### src/rtl/fx_sched_pkg.sv
// Shared types and constants for the FX edge-update scheduler.
// Default field widths match fx_edge_scheduler's PRED_W / WEIGHT_W defaults.
package fx_sched_pkg;

    localparam int PKG_PRED_W   = 4;
    localparam int PKG_WEIGHT_W = 32;

    localparam logic [2:0] ADDR_PAIR   = 3'd0;
    localparam logic [2:0] ADDR_WEIGHT = 3'd1;
    localparam logic [2:0] ADDR_CTRL   = 3'd2;

    typedef enum logic [1:0] {
        IDLE  = 2'd0,
        APPLY = 2'd1,
        START = 2'd2,
        RUN   = 2'd3
    } sched_state_t;

    typedef struct packed {
        logic [PKG_PRED_W-1:0]   src;
        logic [PKG_PRED_W-1:0]   dst;
        logic [PKG_WEIGHT_W-1:0] weight;
    } edge_upd_t;

    function automatic logic [15:0] sat_inc16(input logic [15:0] value);
        return (value == 16'hFFFF) ? value : value + 16'd1;
    endfunction

endpackage

### src/rtl/fx_edge_fifo.sv
// Synchronous FIFO of edge updates; head entry read straight from the storage flops.
module fx_edge_fifo
    import fx_sched_pkg::*;
#(
    parameter int DEPTH = 8
) (
    input  logic                     clk,
    input  logic                     reset,
    input  logic                     push,
    input  logic                     pop,
    input  edge_upd_t                din,
    output edge_upd_t                head,
    output logic                     full,
    output logic                     empty,
    output logic [$clog2(DEPTH):0]   count
);

    localparam int AW = $clog2(DEPTH);

    edge_upd_t     mem_r [DEPTH];
    logic [AW-1:0] wr_ptr_r;
    logic [AW-1:0] rd_ptr_r;
    logic [AW:0]   count_r;
    logic          do_push_s;
    logic          do_pop_s;

    assign full      = (count_r == (AW+1)'(DEPTH));
    assign empty     = (count_r == (AW+1)'(0));
    assign count     = count_r;
    assign head      = mem_r[rd_ptr_r];
    assign do_pop_s  = pop && !empty;
    // a pop in the same cycle frees the slot, so a push into a full FIFO still lands
    assign do_push_s = push && (!full || do_pop_s);

    // storage, pointers and occupancy; storage cleared so outputs read zero out of reset
    always_ff @(posedge clk) begin
        if (!reset) begin
            for (int i = 0; i < DEPTH; i++) begin
                mem_r[i] <= '{default: 1'b0};
            end
            wr_ptr_r <= AW'(0);
            rd_ptr_r <= AW'(0);
            count_r  <= (AW+1)'(0);
        end else begin
            if (do_push_s) begin
                mem_r[wr_ptr_r] <= din;
                wr_ptr_r        <= wr_ptr_r + AW'(1);
            end else begin
                wr_ptr_r <= wr_ptr_r;
            end
            if (do_pop_s) begin
                rd_ptr_r <= rd_ptr_r + AW'(1);
            end else begin
                rd_ptr_r <= rd_ptr_r;
            end
            case ({do_push_s, do_pop_s})
                2'b10:   count_r <= count_r + (AW+1)'(1);
                2'b01:   count_r <= count_r - (AW+1)'(1);
                default: count_r <= count_r;
            endcase
        end
    end

endmodule

### src/rtl/fx_edge_scheduler.sv
// Queues bus edge-weight updates and applies them to the Container between passes.
// Optional FX_SCHED_DROP_COUNT_EN adds a saturating drop_count output.
module fx_edge_scheduler
    import fx_sched_pkg::*;
#(
    parameter int PRED_W   = PKG_PRED_W,
    parameter int WEIGHT_W = PKG_WEIGHT_W,
    parameter int DEPTH    = 8
) (
    input  logic                clk,
    input  logic                reset,
    input  logic                chipselect,
    input  logic                write,
    input  logic [2:0]          address,
    input  logic [WEIGHT_W-1:0] writedata,
    output logic                upd_valid,
    input  logic                upd_ready,
    output logic [PRED_W-1:0]   upd_src,
    output logic [PRED_W-1:0]   upd_dst,
    output logic [WEIGHT_W-1:0] upd_weight,
    output logic                ctr_reset,
    input  logic                ctr_done,
    output logic                busy,
    output logic                overflow
`ifdef FX_SCHED_DROP_COUNT_EN
    ,
    output logic [15:0]         drop_count
`endif
);

    localparam int CW = $clog2(DEPTH) + 1;

    sched_state_t      state_r;
    sched_state_t      next_state_s;
    logic [PRED_W-1:0] stage_src_r;
    logic [PRED_W-1:0] stage_dst_r;
    logic              run_pending_r;
    logic              overflow_r;
    logic              ctr_reset_r;
    logic [CW-1:0]     remaining_r;
    logic              bus_wr_s;
    logic              push_s;
    logic              ctrl_wr_s;
    logic              pop_s;
    logic              drop_s;
    logic              leave_idle_s;
    edge_upd_t         fifo_din_s;
    edge_upd_t         fifo_head_s;
    logic              fifo_full_s;
    logic              fifo_empty_s;
    logic [CW-1:0]     fifo_count_s;

    assign bus_wr_s     = write && chipselect;
    assign push_s       = bus_wr_s && (address == ADDR_WEIGHT);
    assign ctrl_wr_s    = bus_wr_s && (address == ADDR_CTRL);
    assign upd_valid    = (state_r == APPLY) && (remaining_r != CW'(0));
    assign pop_s        = upd_valid && upd_ready;
    assign drop_s       = push_s && fifo_full_s && !pop_s;
    assign leave_idle_s = (state_r == IDLE) && (next_state_s == APPLY);
    assign fifo_din_s   = '{src: stage_src_r, dst: stage_dst_r, weight: writedata};

    fx_edge_fifo #(
        .DEPTH (DEPTH)
    ) u_fifo (
        .clk   (clk),
        .reset (reset),
        .push  (push_s),
        .pop   (pop_s),
        .din   (fifo_din_s),
        .head  (fifo_head_s),
        .full  (fifo_full_s),
        .empty (fifo_empty_s),
        .count (fifo_count_s)
    );

    assign upd_src    = fifo_head_s.src;
    assign upd_dst    = fifo_head_s.dst;
    assign upd_weight = fifo_head_s.weight;
    assign ctr_reset  = ctr_reset_r;
    assign busy       = (state_r != IDLE);
    assign overflow   = overflow_r;

    // pass sequencing: the final accepted update moves straight on to START
    always_comb begin
        next_state_s = state_r;
        case (state_r)
            IDLE: begin
                if (!fifo_empty_s || run_pending_r) next_state_s = APPLY;
                else                                next_state_s = IDLE;
            end
            APPLY: begin
                if ((remaining_r == CW'(0)) || (pop_s && (remaining_r == CW'(1))))
                    next_state_s = START;
                else
                    next_state_s = APPLY;
            end
            START:   next_state_s = RUN;
            RUN: begin
                if (ctr_done) next_state_s = IDLE;
                else          next_state_s = RUN;
            end
            default: next_state_s = IDLE;
        endcase
    end

    // state register; Container is held in reset while we are
    always_ff @(posedge clk) begin
        if (!reset) begin
            state_r     <= IDLE;
            ctr_reset_r <= 1'b1;
        end else begin
            state_r     <= next_state_s;
            ctr_reset_r <= (next_state_s == START);
        end
    end

    // updates owed this pass: snapshot on leaving IDLE so later pushes wait a pass
    always_ff @(posedge clk) begin
        if (!reset) begin
            remaining_r <= CW'(0);
        end else if (leave_idle_s) begin
            remaining_r <= fifo_count_s;
        end else if (pop_s) begin
            remaining_r <= remaining_r - CW'(1);
        end else begin
            remaining_r <= remaining_r;
        end
    end

    // bus-side registers: vertex staging, run request, sticky overflow
    always_ff @(posedge clk) begin
        if (!reset) begin
            stage_src_r   <= {PRED_W{1'b0}};
            stage_dst_r   <= {PRED_W{1'b0}};
            run_pending_r <= 1'b0;
            overflow_r    <= 1'b0;
        end else begin
            if (bus_wr_s && (address == ADDR_PAIR)) begin
                stage_src_r <= writedata[2*PRED_W-1:PRED_W];
                stage_dst_r <= writedata[PRED_W-1:0];
            end else begin
                stage_src_r <= stage_src_r;
                stage_dst_r <= stage_dst_r;
            end
            if (leave_idle_s)                    run_pending_r <= 1'b0;
            else if (ctrl_wr_s && writedata[0])  run_pending_r <= 1'b1;
            else                                 run_pending_r <= run_pending_r;
            if (drop_s)                          overflow_r <= 1'b1;
            else if (ctrl_wr_s && writedata[1])  overflow_r <= 1'b0;
            else                                 overflow_r <= overflow_r;
        end
    end

`ifdef FX_SCHED_DROP_COUNT_EN
    logic [15:0] drop_count_r;

    assign drop_count = drop_count_r;

    // saturating tally of dropped pushes, cleared together with overflow
    always_ff @(posedge clk) begin
        if (!reset) begin
            drop_count_r <= 16'd0;
        end else if (drop_s) begin
            drop_count_r <= sat_inc16(drop_count_r);
        end else if (ctrl_wr_s && writedata[1]) begin
            drop_count_r <= 16'd0;
        end else begin
            drop_count_r <= drop_count_r;
        end
    end
`else
    // without the counter, the sticky overflow flag is the only drop indication
`endif

endmodule

### config.mk
export PLATFORM = sky130hd
export DESIGN_NAME = fx_edge_scheduler
export DESIGN_NICKNAME = d
export VERILOG_FILES = /design/src/rtl/fx_sched_pkg.sv /design/src/rtl/fx_edge_fifo.sv /design/src/rtl/fx_edge_scheduler.sv
export SDC_FILE = /design/constraint.sdc
export NUM_CORES = 1
export LEC_CHECK = 0
export ABC_AREA = 1
export CORE_ASPECT_RATIO = 2
export CORE_MARGIN = 2
export CORE_UTILIZATION = 60
export DETAILED_ROUTE_END_ITERATION = 12
export PLACE_DENSITY = 0.88
export SYNTH_ARGS = -nofsm -noshare
export SYNTH_HDL_FRONTEND = slang
export SYNTH_SLANG_ARGS = --single-unit
### constraint.sdc
create_clock -name clk -period 6.7 [get_ports clk]
set_input_delay 1.34 -clock clk [delete_from_list [all_inputs] [get_ports clk]]
set_output_delay 1.34 -clock clk [all_outputs]
set_load 0.05 [all_outputs]
# --- Word level (Yosys, flattened, before mapping) ---
# Memories as Yosys holds them, arrays and structs flattened. A register that Yosys moved wholly into a read port is not among the register bits.
# Index checks and enable logic that the tools add are counted.
classes:
  eq_ne: 11
  mul: 0
  magnitude_cmp: 0
  n_mux: 18
  shift: 0
  div_mod_pow: 0
  n_reduce_logical: 31
  addsub: 5
  bitwise: 1
op_table:
  columns: ["op", "n"]
  rows:
  - ["$mux W40", 1]
  - ["$reduce_or A40 Y1", 1]
  - ["$logic_and A1 B1 Y1", 14]
  - ["$mux W3", 3]
  - ["$eq A2 B2 Y1 const B", 4]
  - ["$logic_not A4 Y1", 2]
  - ["$mux W1", 8]
  - ["$mux W4", 2]
  - ["$pmux W2 S4", 1]
  - ["$pmux W4 S2", 1]
  - ["$reduce_bool A2 Y1", 4]
  - ["$sub A4 B1 Y4 const B", 2]
  - ["$add A3 B1 Y3 const B", 2]
  - ["$eq A2 B1 Y1 const B", 3]
  - ["$add A4 B1 Y4 const B", 1]
  - ["$eq A4 B1 Y1 const B", 1]
  - ["$eq A4 B4 Y1 const B", 1]
  - ["$mux W2", 2]
  - ["$reduce_bool A4 Y1", 1]
  - ["$eq A3 B1 Y1 const B", 1]
  - ["$eq A3 B2 Y1 const B", 1]
  - ["$logic_not A1 Y1", 3]
  - ["$logic_not A3 Y1", 1]
  - ["$logic_or A1 B1 Y1", 3]
  - ["3 further kinds", 3]
word_totals:
  in_bits: 41
  latchBits: 0
  regBits: 27
  rom_bits: 0
  memories: 1
  ramBits: 320
  out_inout_bits: 44
  wordCells: 77
memory_table:
  columns: ["memory", "words", "width", "read_ports", "rd_ports_with_merged_regs", "wr", "line_no", "text"]
  rows:
  - ["u_fifo.mem_r", 8, 40, 1, 1, 8, "fx_edge_fifo.sv:20", "edge_upd_t mem_r [DEPTH];"]

# --- Logic depth before layout (Yosys ltp) ---
# Gate-level depths: netlist (run 1).
depth:
  ltp_word: 11
  depth_mapped: 16
  mapped_depth_nobuf: 16

# --- Hierarchy ---
# A second synthesis (run 1) with hierarchy kept.
hier_totals:
  hier_cells: 1429
  hier_area_um2: 15493.6
modules_own_cells:
  columns: ["mod", "area_per_inst_um2", "seq_area_each_um2", "n_inst", "cells_per_inst"]
  rows:
  - ["fx_edge_fifo", 14659.1, 9869.5, 1, 1312]
  - ["fx_edge_scheduler", 834.6, 340.3, 1, 117]

# --- Worst setup path before layout (run 1) ---
# OpenSTA, ideal clock, no wires.
synth_timing:
  path_type: "in2reg"
  startpoint: "input write"
  endpoint: "memory u_fifo.mem_r[0][0] (netlist name), enable pin"
  setup_ns: 0.398
  cell_stages: 9
  path_buffers: 1
  arrival_ns: 3.078
  required_time_ns: 6.302
  setup_slack_ns: 3.224
  cell_sequence: "nand2_1 -> nor2_1 -> nand3b_1 -> inv_2 -> nand2_4 -> nor2_4 -> nand2_2 -> buf_4 -> nand2_1"
synth_lines:
  columns: ["item", "line_no", "text"]
  rows:
  - ["start, declared", "fx_edge_scheduler.sv:13", "input logic write,"]
  - ["end, declared", "fx_edge_fifo.sv:20", null]

==> results of run 1 <==
-- per-layer routing --
metal / global-route usage [%] / up-vias / share of wire [%]
met1: 33.19 / 5432 / 34
met2: 49.74 / 767 / 52
met4: 12.46 / 0 / 3.7
met5: 0 / - / 0
li1: - / 5164 / -
met3: 3.483 / 129 / 9.7
-- power breakdown --
group          internal [mW]  total [mW]  leakage, nW  switching [mW]
logic                 0.0694       0.245         2.60           0.176
clock network          0.830        1.57        0.416           0.741
registers               2.45        2.47         3.55          0.0226
-- logic make-up (layout without fill, tap and decap cells) --
family | Yosys count | count (layout) | share of synthesized area, %
DFF | 350 | 350 | 66.16
buffers and inverters | 167 | 217 | 5.375
and+or+nand+nor | 699 | 699 | 17.97
xor gates and xnor gates | 4 | 4 | 0.2271
adders and majority gates | 7 | 7 | 0.5675
AOI/OAI and AO/OA | 278 | 278 | 9.697
-- state kept, by name, summed over array words and instances (netlist names), named ones only --
signal and cells:
state_r 2, overflow 1, stage_src_r 4, u_fifo.mem_r 320, u_fifo.rd_ptr_r 3, u_fifo.wr_ptr_r 3, run_pending_r 1, u_fifo.count 4
stage_dst_r 4, remaining_r 4, ctr_reset 1
-- cell usage in the layout (no fill, tap or decap), types with 10 or more instances in the layout --
cell and instances:
dfxtp_1 28, nand2_2 12, nand2_1 31, o21ai_0 176
nand3_1 15, nor2_1 616, clkbuf_16 29, edfxtp_1 320
inv_1 53, clkdlybuf4s50_1 84, o22ai_1 40, clkinv_1 18
a21oi_1 21, a31oi_1 40, buf_4 10
-- worst max-delay path: cells and delay by family, from the launching register on --
family	cells	cell delay [ps]
flip-flops	1	650
AO/OA/AOI/OAI	3	770
AND/OR/NAND/NOR	1	60
buffers and inverters	2	1660
-- cells in the mapped netlist --
| cell | count |
|---|---|
| a21oi_1 | 21 |
| a31oi_1 | 40 |
| buf_1 | 7 |
| buf_2 | 15 |
| buf_4 | 17 |
| buf_6 | 16 |
| clkbuf_1 | 42 |
| clkinv_1 | 11 |
| dfxtp_1 | 30 |
| edfxtp_1 | 320 |
| ha_1 | 7 |
| inv_1 | 53 |
| inv_2 | 6 |
| nand2_1 | 39 |
| nand2_2 | 4 |
| nand2_4 | 6 |
| nand3_1 | 15 |
| nand3_2 | 2 |
| nand3b_1 | 1 |
| nand4_1 | 5 |
| nor2_1 | 616 |
| nor2_2 | 2 |
| nor2_4 | 2 |
| nor2_8 | 1 |
| nor3_1 | 4 |
| nor3b_1 | 1 |
| o211a_1 | 1 |
| o21ai_0 | 176 |
| o22ai_1 | 40 |
| or2_2 | 1 |
| xnor2_1 | 2 |
| xor2_1 | 2 |
-- through the flow --
stage | hold slack (ps) | area [um2] | setup slack [ps]
2_1_floorplan | 447.6 | 15430 | 3224
4_1_cts | 496.2 | 17100 | 1642
6_report | 498.1 | 17100 | 1550
3_5_place_dp | 479.5 | 16250 | 1800
3_3_place_gp | 458.0 | 16250 | 1945
5_1_grt | 526.5 | 17100 | 1452
-- worst min-delay path by stage --
stage / to / slack (ps) / cells after the start / start
2_1_floorplan: flop / 450 / 1 / u_fifo.rd_ptr_r[0]
3_3_place_gp: u_fifo.rd_ptr_r[0] / 460 / 1 / u_fifo.rd_ptr_r[0]
3_5_place_dp: flop / 480 / 1 / u_fifo.rd_ptr_r[0]
4_1_cts: remaining_r[1] / 500 / 2 / remaining_r[1]
5_1_grt: remaining_r[1] / 530 / 2 / remaining_r[1]
6_report: remaining_r[1] / 500 / 2 / remaining_r[1]
-- layout make-up --
class,count,area share (%)
flip-flops and latches,350,59.72
multi-input cells,988,25.80
repair buffers,95,5.472
clock buffers,36,4.396
well taps,340,2.487
inverters,70,1.551
clock inverters,16,0.5706
==> results.sh, run 1 <==
export IMPL_outcome="completed"
export IMPL_synth_warnings=0
export IMPL_cts_htree_levels=1
export IMPL_r2r_start="remaining_r[0]"
export IMPL_portBuffers=84
export IMPL_finalSetupTns_ps=0
export IMPL_drt_vias_per_instance=6.064
export IMPL_leakage_nw=6.563
export IMPL_cts_resized_gates=0
export IMPL_routedWlPerCell_um=20.08
export IMPL_groute_usage_overall_pct=27.65
export IMPL_clock_fmax_mhz=194.2
export IMPL_overflow=0
export IMPL_fp_dieArea_um2=27100
export IMPL_clock_sinks=350
export IMPL_tritoncts="yes"
export IMPL_synthesis_area_um2=15430
export IMPL_start_util_pct=60.65
export IMPL_drc=0
export IMPL_grt_max_degree=92
export IMPL_yosysTopAreaCell="edfxtp_1"
export IMPL_drt_iter0_markers=1741
export IMPL_arrival_ps=3810
export IMPL_grt_pass1_vias=11440
export IMPL_numCtsBuffers=28
export IMPL_finalSetupViolations=0
export IMPL_cts_root_buffer="clkbuf_16"
export IMPL_area_delta_synth_final_pct=10.83
export IMPL_cpPeakStageDelay_ps=880
export IMPL_final_cells=1895
export IMPL_antenna_cells=0
export IMPL_hold_violations=0
export IMPL_ys_ff_latch=350
export IMPL_crit_path_end="upd_weight[7]"
export IMPL_slew_headroom_pct=17.64
export IMPL_crit_type="flop to output pin"
export IMPL_multi_input_comb_area_um2=4413
export IMPL_synth_top_area_share_pct=62.27
export IMPL_grt_pass1_wl_um=59040
export IMPL_synthCells=1505
export IMPL_netlist_cell_type_count=32
export IMPL_nets=1581
export IMPL_min_period_ps=5150
export IMPL_fillers=1776
export IMPL_ant_nets=0
export IMPL_io_pins=85
export IMPL_vias=11490
export IMPL_post_cts_buffers=0
export IMPL_worst_slew_pin_slew_ps=1231
export IMPL_power_ir_vdd_worst_v=0.0002522
export IMPL_clkTransAtPathRegs_ps=70
export IMPL_ff2ff_setup_slack_ps=3120
export IMPL_power_mw=4.286
export IMPL_r2r_end="u_fifo.mem_r[0][19]"
export IMPL_finalMaxSlewViolations=0
export IMPL_cts_hold_buffers_added=0
export IMPL_rsz0062_at_grt="no"
export IMPL_die_h_um=230.8
export IMPL_crit_fanout=91
export IMPL_antenna_found_initial=0
export IMPL_clock_latency_ps=560
export IMPL_fp_dieW_um=117.4
export IMPL_synth_area_leaders="edfxtp_1 62%, nor2_1 15%, o21ai_0 5.7%"
export IMPL_worstPathRequired_ps=5360
export IMPL_dp_cells=1843
export IMPL_gp_congestion=0.8353
export IMPL_syn_nets=1553
export IMPL_clk_path_buf_depth=3
export IMPL_drive_gt1_share_pct=5.338
export IMPL_skew_ps=14.23
export IMPL_dp_hpwl_um=20360
export IMPL_drv_cap=0
export IMPL_core_area_um2=25440
export IMPL_first_pass_iters=6
export IMPL_synth_area_per_cell_um2=10.25
export IMPL_yosysSeqAreaShare_pct=66.16
export IMPL_routed_wl_um=38050
export IMPL_finish_utilization_pct=67.22
export IMPL_finalCritPeriodShare_pct=76.86
export IMPL_reg2reg_depth=9
export IMPL_ff_latch_area_um2=10210
export IMPL_rows=83
export IMPL_start_kind="flop"
export IMPL_cp_slowest_cell="clkdlybuf4s50_1"
export IMPL_powerDensity_nw_per_um2=250.6
export IMPL_cp_cell_sequence="buf_4 -> o21ai_0 -> o22ai_1 -> nor2_1 -> a31oi_1 -> clkdlybuf4s50_1"
export IMPL_end_kind="output pin"
export IMPL_hold_path_class="flop to flop"
Note: power is estimated with default switching activity, not from simulation.
==> inputs of run 2 (changes only) <==
==> constraint.sdc (replaced) <==
create_clock -name clk -period 4.74 [get_ports clk]
set_input_delay 0.948 -clock clk [delete_from_list [all_inputs] [get_ports clk]]
set_output_delay 0.948 -clock clk [all_outputs]
set_load 0.05 [all_outputs]
==> run 2 against run 1 <==
Flip-flop and latch count stayed put. Highest routed layer unchanged. Cell count is 1.1% higher. Count of clock-buffer cells in the layout is 3 lower. Hold slack worse by 8.0 ps. Largest power group unchanged.
==> results.sh, run 2 (synthesis gave the netlist of run 1 again) <==
export IMPL_tritoncts="yes"
export IMPL_leakage_nw=6.684
export IMPL_drt_vias_per_instance=6.162
export IMPL_drv_cap=0
export IMPL_die_h_um=230.8
export IMPL_drt_iter0_markers=1647
export IMPL_drive_gt1_share_pct=6.667
export IMPL_min_period_ps=4616
export IMPL_cp_cell_sequence="inv_4 -> buf_12 -> o21ai_0 -> o22ai_1 -> nor2_1 -> a31oi_1 -> clkdlybuf4s50_1"
export IMPL_numCtsBuffers=29
export IMPL_dp_hpwl_um=21980
export IMPL_end_kind="output pin"
export IMPL_finalCritPeriodShare_pct=97.38
export IMPL_worst_slew_pin_slew_ps=1011
export IMPL_cts_htree_levels=1
export IMPL_ant_nets=0
export IMPL_layout_common_cells="616 x nor2_1, 320 x edfxtp_1, 176 x o21ai_0"
export IMPL_preCtsSetupSlack_ps=799.4
export IMPL_grt_max_degree=90
export IMPL_crit_fanout=89
export IMPL_worstPathRequired_ps=3790
export IMPL_cts_root_buffer="clkbuf_16"
export IMPL_finalMaxSlewViolations=0
export IMPL_grt_pass1_vias=11820
export IMPL_min_from="u_fifo.rd_ptr_r[0]"
export IMPL_io_pins=85
export IMPL_hold_violations=0
export IMPL_finalSetupTns_ps=0
export IMPL_ff2ff_setup_slack_ps=1700
export IMPL_powerDensity_nw_per_um2=351.4
export IMPL_busiest_layer="met2"
export IMPL_setup_slack_ps=124.0
export IMPL_clock_fmax_mhz=216.6
export IMPL_path_delay_family="buffers and inverters"
export IMPL_overflow=0
export IMPL_outcome="completed"
export IMPL_first_pass_iters=6
export IMPL_largest_register="u_fifo.mem_r"
export IMPL_power_mw=6.086
export IMPL_portBuffers=84
export IMPL_gp_congestion=0.8420
export IMPL_fp_dieW_um=117.4
export IMPL_r2r_end="u_fifo.mem_r[4][26]"
export IMPL_slew_headroom_pct=32.63
export IMPL_antenna_cells=0
export IMPL_grt_use_met1_pct=32.60
export IMPL_vias=11800
export IMPL_crit_cells=7
export IMPL_groute_layer_met3_usage_pct=4.743
export IMPL_clk_path_buf_depth=3
export IMPL_finish_utilization_pct=68.07
export IMPL_hold_ws_ps=490.2
export IMPL_power_ir_vdd_worst_v=0.0003554
export IMPL_r2r_start="remaining_r[0]"
export IMPL_nets=1602
export IMPL_cpPeakStageDelay_ps=900
export IMPL_clock_latency_ps=560
export IMPL_cp_slowest_cell="clkdlybuf4s50_1"
export IMPL_antenna_found_initial=0
export IMPL_routed_wl_um=39420
export IMPL_hold_path_depth=1
export IMPL_rsz0062_at_grt="no"
export IMPL_critPathBufInv=3
export IMPL_largest_register_ffs=320
export IMPL_start_kind="flop"
export IMPL_routedWlPerCell_um=20.59
export IMPL_reg2reg_depth=11
export IMPL_fp_dieArea_um2=27100
export IMPL_fillers=1720
export IMPL_skew_ps=15.19
export IMPL_arrival_ps=3670
export IMPL_grt_use_met2_pct=50.90
export IMPL_rows=83
export IMPL_clock_sinks=350
export IMPL_start_util_pct=60.65
export IMPL_clkTransAtPathRegs_ps=70
export IMPL_finalSetupViolations=0
export IMPL_core_area_um2=25440
export IMPL_hold_path_class="flop to flop"
export IMPL_groute_usage_overall_pct=28.34
export IMPL_drc=0
export IMPL_area_delta_synth_final_pct=12.23
export IMPL_crit_type="flop to output pin"
export IMPL_grt_pass1_wl_um=60530
export IMPL_final_common_cell="nor2_1"
[run 2: cell types whose count changed in the layout (fill, tap and decap cells not counted)]
cell	previous run	this run
clkinv_1	18	19
clkinvlp_4	1	0
inv_6	0	2
buf_4	10	25
buf_6	0	1
clkbuf_1	7	4
clkinv_4	0	1
buf_12	1	5
[run 2: layout make-up]
type / instances / area, um2 / area share [%]
Multi-Input combinational cell: 988 / 4413 / 25.48
Timing Repair Buffer: 115 / 1140 / 6.581
Clock buffer: 33 / 740.7 / 4.277
Tap cell: 340 / 425.4 / 2.456
Inverter: 70 / 265.3 / 1.532
Clock inverter: 19 / 120.1 / 0.6935
Sequential cell: 350 / 10210 / 58.98
[run 2: worst max-delay path by stage]
stage | start | endpoint | slack, ps
global route | flop | upd_weight[9] | 2
CTS | flop | upd_dst[3] | 170
detailed placement | flop | upd_src[1] | 800
floorplan | write | u_fifo.mem_r[0][0] | 1660
global placement | flop | upd_weight[31] | 900
finish | flop | upd_weight[4] | 120
[run 2: worst register-to-register path: stages (launching register included)]
cell     delay, ps
dfxtp_1        330
inv_1          110
ha_1           220
nand3_2        120
nand3_2        220
nand2_4        100
nand2_4        150
nor2_4          70
nand2_2         60
buf_4          480
nand2_2        560
buf_12         350
[run 2: what timing repair did]
action / CTS / global route
buffers inserted: 0 / 0
endpoints found under the setup margin: 0 / 1
hold buffers: 0 / 0
gates resized for setup: 0 / 1
[run 2: power by group]
part	switching, mW	leakage (nW)	internal (mW)	total [mW]
clock network	1.06	0.427	1.18	2.23
logic	0.254	2.71	0.107	0.361
registers	0.0335	3.55	3.46	3.49
total	1.35	6.68	4.74	6.09
[run 2: routing by layer]
layer,vias up,routed length (um)
met1,5558,13110
li1,5204,-
met5,-,0
met2,867,20390
met4,0,1668
met3,171,4263
[run 2: through the flow]
step / std cells / area (um2)
after floorplan: 1505 / 15430
after global placement: 1863 / 16450
after detailed placement: 1863 / 16450
after CTS: 1915 / 17320
after global routing: 1915 / 17320
final: 1915 / 17320
